$ cat config.mk
export PLATFORM = sky130hd
export DESIGN_NAME = jam_search_param
export DESIGN_NICKNAME = d
export VERILOG_FILES = /design/src/rtl/jam_search_param.sv
export SDC_FILE = /design/constraint.sdc
export NUM_CORES = 1
export LEC_CHECK = 0
export CORE_ASPECT_RATIO = 0.75
export CORE_MARGIN = 2
export CORE_UTILIZATION = 30
export DETAILED_ROUTE_END_ITERATION = 12
export HOLD_SLACK_MARGIN = 0.15
export PLACE_DENSITY = 0.55
export SKIP_CTS_REPAIR_TIMING = 1
export SLEW_MARGIN = 40
export SYNTH_ARGS = -nofsm -noshare
export SYNTH_HDL_FRONTEND = slang
export SYNTH_SLANG_ARGS = --single-unit
$ cat constraint.sdc
create_clock -name CLK -period 5.6 [get_ports CLK]
set_clock_uncertainty 0.05 [all_clocks]
set_input_delay 1.12 -clock CLK [delete_from_list [all_inputs] [get_ports CLK]]
set_output_delay 1.12 -clock CLK [all_outputs]
set_load 0.02 [all_outputs]
$ cat src/rtl/jam_search_param.sv
// jam_search_param: exhaustive N x N job-assignment optimiser.
// Walks all N! permutations of perm[] in lexicographic order. For each one it
// accumulates cost(W, perm[W]) from an external combinational ROM, then tracks
// the minimum total and how many permutations reach it.
//
// Ports:
//   CLK        - clock, all state on the rising edge
//   RST_N      - asynchronous active-low reset
//   Start      - begin a search; only sampled in IDLE or DONE
//   Busy       - high from the accepted Start until Valid rises
//   W, J       - worker index / job index (perm[W]) presented to the cost ROM
//   Cost       - ROM output for (W, J), sampled in the same cycle
//   MinCost    - minimum total cost found
//   MatchCount - permutations whose total equals MinCost (saturating)
//   Valid      - results final; held until the next accepted Start
//
// Build option: define JAM_PRUNE_EN to abandon a permutation as soon as its
// partial sum exceeds MinCost. Results are identical; only latency changes.
module jam_search_param #(
    parameter int unsigned N       = 8,
    parameter int unsigned IDX_W   = 3,
    parameter int unsigned COST_W  = 7,
    parameter int unsigned SUM_W   = 10,
    parameter int unsigned COUNT_W = 16
) (
    input  logic               CLK,
    input  logic               RST_N,
    input  logic               Start,
    output logic               Busy,
    output logic [IDX_W-1:0]   W,
    output logic [IDX_W-1:0]   J,
    input  logic [COST_W-1:0]  Cost,
    output logic [SUM_W-1:0]   MinCost,
    output logic [COUNT_W-1:0] MatchCount,
    output logic               Valid
);

    typedef enum logic [2:0] {StIdle, StCal, StCmp, StSwap, StRev, StDone} state_e;

    state_e             r_state, w_state_d;
    logic [IDX_W-1:0]   r_perm [N];
    logic [IDX_W-1:0]   w_perm_d [N];
    logic [IDX_W-1:0]   r_w, w_w_d, r_j, w_j_d, r_piv, w_piv_d;
    logic [SUM_W-1:0]   r_sum, w_sum_d, r_min, w_min_d, w_sum_add;
    logic [COUNT_W-1:0] r_cnt, w_cnt_d;
    logic               r_busy, w_busy_d, r_valid, w_valid_d;
    logic               w_has_piv, w_last_w, w_prune;
    logic [IDX_W-1:0]   w_piv_scan, w_swap_j, w_swap_val, w_piv_val;

    assign w_sum_add = r_sum + SUM_W'(Cost);
    assign w_last_w  = (r_w == IDX_W'(N - 1));

`ifdef JAM_PRUNE_EN
    // Strictly greater only: equal partial sums may still tie MinCost.
    assign w_prune = (w_sum_add > r_min);
`else
    assign w_prune = 1'b0;
`endif

    // Pivot: largest i with perm[i] < perm[i+1]; later hits override earlier.
    always_comb begin
        w_has_piv  = 1'b0;
        w_piv_scan = '0;
        for (int k = 0; k < int'(N) - 1; k++) begin
            if (r_perm[k] < r_perm[k+1]) begin
                w_has_piv  = 1'b1;
                w_piv_scan = IDX_W'(k);
            end
        end
    end

    // Swap partner: largest j > pivot with perm[j] > perm[pivot].
    always_comb begin
        w_piv_val = '0;
        for (int k = 0; k < int'(N); k++) begin
            if (IDX_W'(k) == r_piv) w_piv_val = r_perm[k];
        end
        w_swap_j   = r_piv;
        w_swap_val = w_piv_val;
        for (int k = 0; k < int'(N); k++) begin
            if (IDX_W'(k) > r_piv && r_perm[k] > w_piv_val) begin
                w_swap_j   = IDX_W'(k);
                w_swap_val = r_perm[k];
            end
        end
    end

    always_comb begin
        w_state_d = r_state;
        w_perm_d  = r_perm;
        w_w_d     = r_w;
        w_sum_d   = r_sum;
        w_min_d   = r_min;
        w_cnt_d   = r_cnt;
        w_piv_d   = r_piv;
        w_busy_d  = r_busy;
        w_valid_d = r_valid;
        unique case (r_state)
            StIdle, StDone: begin
                if (Start) begin
                    w_state_d = StCal;
                    for (int k = 0; k < int'(N); k++) w_perm_d[k] = IDX_W'(k);
                    w_w_d     = '0;
                    w_sum_d   = '0;
                    w_min_d   = '1;
                    w_cnt_d   = '0;
                    w_valid_d = 1'b0;
                    w_busy_d  = 1'b1;
                end
            end
            StCal: begin
                w_sum_d = w_sum_add;
                if (w_prune) begin
                    // Abandoned permutation: step straight to the next one.
                    w_piv_d = w_piv_scan;
                    if (w_has_piv) begin
                        w_state_d = StSwap;
                    end else begin
                        w_state_d = StDone;
                        w_busy_d  = 1'b0;
                        w_valid_d = 1'b1;
                    end
                end else if (w_last_w) begin
                    w_state_d = StCmp;
                end else begin
                    w_w_d = r_w + IDX_W'(1);
                end
            end
            StCmp: begin
                if (r_sum < r_min) begin
                    w_min_d = r_sum;
                    w_cnt_d = COUNT_W'(1);
                end else if (r_sum == r_min && r_cnt != '1) begin
                    w_cnt_d = r_cnt + COUNT_W'(1);
                end
                w_piv_d = w_piv_scan;
                if (w_has_piv) begin
                    w_state_d = StSwap;
                end else begin
                    w_state_d = StDone;
                    w_busy_d  = 1'b0;
                    w_valid_d = 1'b1;
                end
            end
            StSwap: begin
                for (int k = 0; k < int'(N); k++) begin
                    if (IDX_W'(k) == r_piv)         w_perm_d[k] = w_swap_val;
                    else if (IDX_W'(k) == w_swap_j) w_perm_d[k] = w_piv_val;
                end
                w_state_d = StRev;
            end
            StRev: begin
                // Tail perm[piv+1..N-1] reversed: slot k takes slot N+piv-k.
                for (int k = 0; k < int'(N); k++) begin
                    for (int m = 0; m < int'(N); m++) begin
                        if (IDX_W'(k) > r_piv && (k + m) == int'(N) + int'(r_piv)) begin
                            w_perm_d[k] = r_perm[m];
                        end
                    end
                end
                w_w_d     = '0;
                w_sum_d   = '0;
                w_state_d = StCal;
            end
            default: w_state_d = StIdle;
        endcase
    end

    // J is registered as perm[W] of the next state so it stays a flop output.
    always_comb begin
        w_j_d = '0;
        for (int k = 0; k < int'(N); k++) begin
            if (IDX_W'(k) == w_w_d) w_j_d = w_perm_d[k];
        end
    end

    always_ff @(posedge CLK or negedge RST_N) begin
        if (!RST_N) begin
            r_state <= StIdle;
            for (int k = 0; k < int'(N); k++) r_perm[k] <= IDX_W'(k);
            r_w     <= '0;
            r_j     <= '0;
            r_piv   <= '0;
            r_sum   <= '0;
            r_min   <= '1;
            r_cnt   <= '0;
            r_busy  <= 1'b0;
            r_valid <= 1'b0;
        end else begin
            r_state <= w_state_d;
            r_perm  <= w_perm_d;
            r_w     <= w_w_d;
            r_j     <= w_j_d;
            r_piv   <= w_piv_d;
            r_sum   <= w_sum_d;
            r_min   <= w_min_d;
            r_cnt   <= w_cnt_d;
            r_busy  <= w_busy_d;
            r_valid <= w_valid_d;
        end
    end

    assign W          = r_w;
    assign J          = r_j;
    assign MinCost    = r_min;
    assign MatchCount = r_cnt;
    assign Busy       = r_busy;
    assign Valid      = r_valid;

endmodule
==> run metrics, run 1 <==
Post-Place Cells 1209; critical path buffer and inverter count 2; FFs w/ async S/R, synth 100%; Worst-Skew Late Latency 340 ps; worst hold slack 459 ps; Req. time, crit path 5760 ps; CP endpoint kind flip-flop; Die X-Extent 179 um; TritonCTS clock tree built; Post-synth top flop dfrtp_1; Post-Route WL 27900 um; Final setup viols 0; Crit path max-delay family compound AO/OA/AOI/OAI gates; Slowest-stage cell, CP nor2_1; WL per Instance 22.7 um; period utilisation layout 91.0%; final hold vios 0; hold path start MinCost[1]; Max stage delay on crit path 600 ps; crit path kind flip-flop to flip-flop; hold depth 2; Synth Instances 885; DPL Wire Length 21000 um; mapped cell area 0.00687 sq mm; Hold Path End MinCost[1]; vias in the first global route 6820; fraction of layout instances using a drive strength above 1 11.4%; fmax 0.196 GHz; drt pass-1 iters 8; yosys warns 0; DRT iter0 DRCs 1393; CTS root buf clkbuf_16; Arr. time, crit path 5250 ps; core area 0.0223 sq mm; first-pass GRT wire length 42500 um; reg2reg start r_piv[1]; max cap viols 0; area delta synth->final 16.9%; worst-path cell chain mux4_2 -> nand2_1 -> o21ai_0 -> inv_1 -> buf_4 -> ha_1 -> nand2_1 -> a211oi_1 -> or2_2 -> nor2_1 -> o31ai_1 -> a21oi_2 -> o221ai_1 -> a22oi_1 -> and3_1 -> nor3_1; # IOs 44; die height 135 um; synth unique cells 78; final slew viol count 0; Final Non-Filler Cells 1226; vias per cell 6.06; routability cong. 1.03; R2R cell count 16; Layout fillers 2305; flop2flop setup slack 510 ps; clock sink total 74; largest net degree at the start of global routing 40; H-tree Lvls 3; clk buf depth 2; fin crit period 5090 ps; Rows 47; GRT Overall Usage 23.3%; die area 0.0242 sq mm; DRC viols 0; number of synthesized flops with an enable pin 0; gr ovfl total 0; Mapped Avg Cell Area 7.77 sq um; routed vias 7426; Post-DRT Antenna Nets 0; status complete, no violations; CTS clk-pin slew, worst paths 60 ps; Seq/Total Area, Yosys 27.3%; Crit Path Max Fanout 9; initial antenna violation count 1; Initial Utilization 30.8%; Worst Tran Pin Value 940 ps; Syn Nets 943; worst min-delay path class flip-flop to flip-flop; Setup TNS 0 ps; R2R Path End J[1]; I/O Buffers 43; FF+latch count, synth 74; RSZ-0062 raised after global routing no; Worst setup SP type flip-flop; CTS buffer count 9; most used cell, CP nand2_1; worst rel slew slack 37.1%; final net count 984
## logic make-up (layout without fill, tap and decap cells)
| group | after synthesis | count (layout) | share of synthesized area [%] |
|---|---|---|---|
| simple gates | 287 | 287 | 19.5 |
| other cells | 0 | 1 | 0 |
| flops | 74 | 74 | 27.3 |
| mux | 36 | 36 | 5.61 |
| xor+xnor | 12 | 12 | 1.53 |
| fa+ha+maj | 49 | 49 | 8.99 |
| buf+inv | 106 | 152 | 6.13 |
| compound gates | 321 | 321 | 30.9 |
## layer usage
metal	vias up	global-route usage [%]	part of all wire [%]
li1	3377	-	-
met1	3481	37.7	49
met2	488	28.5	36
met3	80	6.93	12
met4	0	6.01	2.7
met5	-	0	0
## tightest hold or removal path, delay by kind of cell, from the launching register on
| kind | cells | cell delay [ps] |
|---|---|---|
| compound gates | 1 | 40 |
| simple gates | 1 | 90 |
| flops | 1 | 370 |
## layout make-up
| cell class | instances | area, sq um | area share (%) |
|---|---|---|---|
| flip-flops and latches | 74 | 1880 | 23.4 |
| well taps | 294 | 368 | 4.58 |
| clock buffers | 12 | 246 | 3.07 |
| clock inverters | 4 | 52.6 | 0.654 |
| multi-input cells | 705 | 4580 | 57.0 |
| inverters | 59 | 221 | 2.76 |
| repair buffers | 77 | 683 | 8.50 |
| diodes | 1 | 2.50 | 0.0311 |
## stage by stage
step	instance area (sq um)	util (%)	worst slack, ps
final	8040	36.1	505
after global routing	8030	36.0	321
after CTS	8030	36.0	665
after detailed placement	7730	34.7	664
after global placement	7730	34.7	741
after floorplan	6870	-	1120
## registers in the layout, summed over array words and instances, names as in the netlist
signal and flops:
r_state 3, W 3, MatchCount 16, Busy 1, r_perm 24, r_piv 3
J 3, Valid 1, r_sum 10, MinCost 10
## worst max-delay path by stage
| stage | from | end | slack [ps] | cells past startpoint |
|---|---|---|---|---|
| 2_1_floorplan | r_perm[6] | J[0] | 1120 | 17 |
| 3_3_place_gp | r_piv[1] | J[2] | 740 | 16 |
| 3_5_place_dp | r_piv[1] | J[1] | 660 | 17 |
| 4_1_cts | r_piv[1] | J[1] | 660 | 16 |
| 5_1_grt | r_piv[1] | J[1] | 320 | 17 |
| 6_report | r_piv[1] | J[1] | 510 | 16 |
## synth_stat cells (4+ instances only)
| master | count | area (sq um) |
|---|---|---|
| and3_1 | 8 | 50.1 |
| buf_2 | 7 | 35.0 |
| o31ai_1 | 14 | 105 |
| dfstp_2 | 22 | 578 |
| xnor2_1 | 5 | 43.8 |
| nand2b_1 | 13 | 81.3 |
| a21oi_1 | 77 | 385 |
| clkbuf_1 | 31 | 116 |
| a221o_1 | 4 | 40.0 |
| or3_1 | 5 | 31.3 |
| a32oi_1 | 4 | 35.0 |
| a21o_1 | 9 | 67.6 |
| nor4_1 | 6 | 37.5 |
| o221ai_1 | 7 | 61.3 |
| a22oi_1 | 10 | 75.1 |
| nor2_1 | 97 | 364 |
| a31oi_1 | 10 | 62.6 |
| ha_1 | 47 | 588 |
| dfrtp_1 | 52 | 1300 |
| nor3_1 | 21 | 105 |
| nor2b_1 | 7 | 43.8 |
| nand2_1 | 74 | 278 |
| mux2_2 | 5 | 56.3 |
| or2_2 | 9 | 56.3 |
| o21ai_0 | 83 | 415 |
| nand4_1 | 6 | 37.5 |
| xor2_1 | 7 | 61.3 |
| a211oi_1 | 13 | 97.6 |
| a21boi_0 | 4 | 30.0 |
| o211ai_1 | 12 | 90.1 |
| inv_1 | 58 | 218 |
| buf_1 | 7 | 26.3 |
| a22o_1 | 8 | 70.1 |
| o22ai_1 | 10 | 62.6 |
| mux2i_1 | 28 | 280 |
| nand3_1 | 24 | 120 |
| a221oi_1 | 6 | 52.6 |
| and2_1 | 7 | 43.8 |
## cell usage in the layout (no fill, tap or decap), types with 6 or more instances in the layout
cell type / count
dfrtp_1: 51
a22oi_1: 10
mux2i_1: 28
ha_1: 47
o21ai_0: 82
o31ai_1: 14
nor2b_1: 6
a21oi_1: 77
o22ai_1: 10
a221oi_1: 6
nand2_1: 73
nor4_1: 6
nor3_1: 21
xor2_1: 7
o221ai_1: 7
o211ai_1: 12
nand3_1: 24
dfstp_2: 22
clkbuf_16: 9
a31oi_1: 10
nand4_1: 6
inv_1: 58
clkdlybuf4s50_1: 42
and2_1: 7
a22o_1: 8
a211oi_1: 13
a21o_1: 9
buf_4: 35
nand2b_1: 13
or2_2: 9
and3_1: 8
nor2_1: 96
Power of run 1 is not shown: default switching activity piles up to over one toggle a cycle in this logic, so the estimate is an artifact.
==> inputs of run 2 (changes only) <==
--- a/config.mk
+++ b/config.mk
@@ -10,7 +10,7 @@
 export CORE_UTILIZATION = 30
 export DETAILED_ROUTE_END_ITERATION = 12
 export HOLD_SLACK_MARGIN = 0.15
-export PLACE_DENSITY = 0.55
+export PLACE_DENSITY_LB_ADDON = 0.25
 export SKIP_CTS_REPAIR_TIMING = 1
 export SLEW_MARGIN = 40
 export SYNTH_ARGS = -nofsm -noshare
==> run metrics, run 2 (same netlist as run 1, synthesis figures left out) <==
core area 0.0223 sq mm (unchanged); crit path kind flip-flop to flip-flop; pwr/cell area 731 mW/mm^2; fraction of layout instances using a drive strength above 1 11.4% (+0.025 points); VDD IR max 0.000288 V; commonest non-fill, non-tap cells in the layout nor2_1, o21ai_0, a21oi_1; gr ovfl total 0 (unchanged); Int Power 2560 uW; Largest register FFs 24 (unchanged); Slowest-stage cell, CP dfrtp_1; Post-DRT Antenna Nets 0 (unchanged); flop2flop setup slack 350 ps (-150 ps); setup ws final 353 ps (-152 ps); max cap viols 0 (unchanged); Post-DP Area 0.00771 sq mm (-0.24%); commonest non-fill, non-tap cell in the layout nor2_1; die area 0.0242 sq mm (unchanged); Final Non-Filler Cells 1223 (-0.24%); Max stage delay on crit path 720 ps (+120 ps); first-pass GRT wire length 41300 um (-2.9%); worst rel slew slack 39.9% (+2.9 points); WL per Instance 22.4 um (-1.5%); drt pass-1 iters 6 (-2); clk buf depth 2 (unchanged); Initial Utilization 30.8% (unchanged); vias per cell 6.01 (-0.77%); share of power burned in registers 17.0%; post-place setup slack 493 ps (-171 ps); Layout fillers 2348 (+1.9%); fin crit period 5250 ps (+152 ps); fmax 0.191 GHz (-2.9%); design area 0.00803 sq mm (-0.12%); # IOs 44 (unchanged); Comb power frac 72.8%; worst min-delay path class flip-flop to flip-flop; I/O Buffers 43 (unchanged); Worst-Skew Late Latency 340 ps (about the same); Leak 0.00344 uW; final net count 982 (-0.20%); CTS root buf clkbuf_16; Req. time, crit path 5760 ps (about the same); DRC viols 0 (unchanged); Rows 47 (unchanged); Worst setup SP type flip-flop; Die X-Extent 179 um (unchanged); RSZ-0062 raised after global routing no; H-tree Lvls 3 (unchanged); Pwr Total 5870 uW; worst-path cell chain mux4_2 -> nand2_1 -> o21ai_0 -> inv_1 -> ha_1 -> nand2_1 -> or4_4 -> and3_1 -> or3_1 -> a221o_1 -> a21oi_2 -> o21ai_0 -> a31oi_1 -> and3_1 -> nor3_1; largest net degree at the start of global routing 75 (+88%); clock network fraction of design power 10.2%; Worst Tran Pin Value 899 ps (-41.6 ps); Post-Route WL 27400 um (-1.7%); period utilisation layout 93.7% (+2.7 points); Crit Path Max Fanout 15 (+6); number of diodes 0 (-1); clock sink total 74 (unchanged); most flop-heavy register r_perm; CTS buffer count 9 (unchanged); DRT iter0 DRCs 1059 (-24%); Arr. time, crit path 5410 ps (+160 ps); DPL Wire Length 20400 um (-3.2%); Post-Place Cells 1206 (-0.25%); final hold vios 0 (unchanged); TritonCTS clock tree built; Sw Pwr 3300 uW; vias in the first global route 6584 (-3.5%); die height 135 um (unchanged); routability cong. 1.03 (+0.33%); routed vias 7351 (-1.0%); area delta synth->final 16.8%; CP endpoint kind flip-flop; Setup TNS 0 ps (unchanged); final slew viol count 0 (unchanged); CTS clk-pin slew, worst paths 70 ps (about the same); sw frac 56.3%; Final setup viols 0 (unchanged); GRT Overall Usage 22.8% (-0.47 points); initial antenna violation count 0 (-1); status complete, no violations
-- run 2: changes by cell type in the layout (fill, tap and decap cells not counted), sizes merged --
| cell | before | now |
|---|---|---|
| clkinvlp | 3 | 2 |
| clkbuf | 12 | 10 |
| inv | 59 | 61 |
| clkinv | 0 | 2 |
| buf | 35 | 32 |
| diode | 1 | 0 |
-- run 2: path summary, 6_finish.rpt --
path,start,end,cells after the start
max,r_piv[1],J[1],15
min,MinCost[3],MinCost[3],2
max reg2reg,r_piv[1],J[1],15
min reg2reg,MinCost[3],MinCost[3],2
max in group asynchronous,RST_N,MatchCount[8],1
min in group asynchronous,RST_N,r_sum[2],1
-- run 2: layout make-up --
class                           count  area [sq um]  share of cell area, %
Multi-Input combinational cell    705          4590                   57.1
Tap cell                          294           368                   4.58
Clock buffer                        9           225                   2.81
Sequential cell                    74          1880                   23.4
Inverter                           59           221                   2.76
Timing Repair Buffer               75           669                   8.34
Clock inverter                      7          76.3                  0.951
-- run 2: through the flow --
step | util [%] | hold slack, ps
after CTS | 35.9 | 468
after detailed placement | 34.6 | 455
final | 36.0 | 463
after floorplan | - | 432
after global routing | 36.0 | 480
after global placement | 34.6 | 449
-- run 2: power by group through the flow --
stage	registers, uW	logic, uW	clock network, uW
6_report	996	4270	599
5_1_grt	1010	4590	633
4_1_cts	979	4100	611
3_5_place_dp	986	4070	0
3_3_place_gp	994	4110	0
2_1_floorplan	875	2800	0
-- run 2: routing by layer --
metal	share of wire (%)	vias to the layer above	track usage, %	wire length, um
met4	2.6	0	5.10	718
li1	-	3365	-	-
met1	47	3430	35.8	13000
met2	36	472	27.7	9810
met3	14	84	9.43	3910
met5	0	-	0	0
-- run 2: worst max-delay path, delay by kind of cell, from the launching register on --
kind	cells	cell delay (ps)
DFF	1	720
AOI/OAI and AO/OA	5	1610
buffers and inverters	1	420
and+or+nand+nor	7	1510
muxes	1	570
adders and majority gates	1	240
Power figures use the tool's default switching activity.
==> inputs of run 3 (changes only) <==
--- a/config.mk
+++ b/config.mk
@@ -8,6 +8,7 @@
 export CORE_ASPECT_RATIO = 0.75
 export CORE_MARGIN = 2
 export CORE_UTILIZATION = 30
+export CTS_BUF_LIST = sky130_fd_sc_hd__clkbuf_8 sky130_fd_sc_hd__clkbuf_16
 export DETAILED_ROUTE_END_ITERATION = 12
 export HOLD_SLACK_MARGIN = 0.15
 export PLACE_DENSITY_LB_ADDON = 0.25
==> results of run 3 <==
Final layout, timing and power as in run 2 (identical DEF).
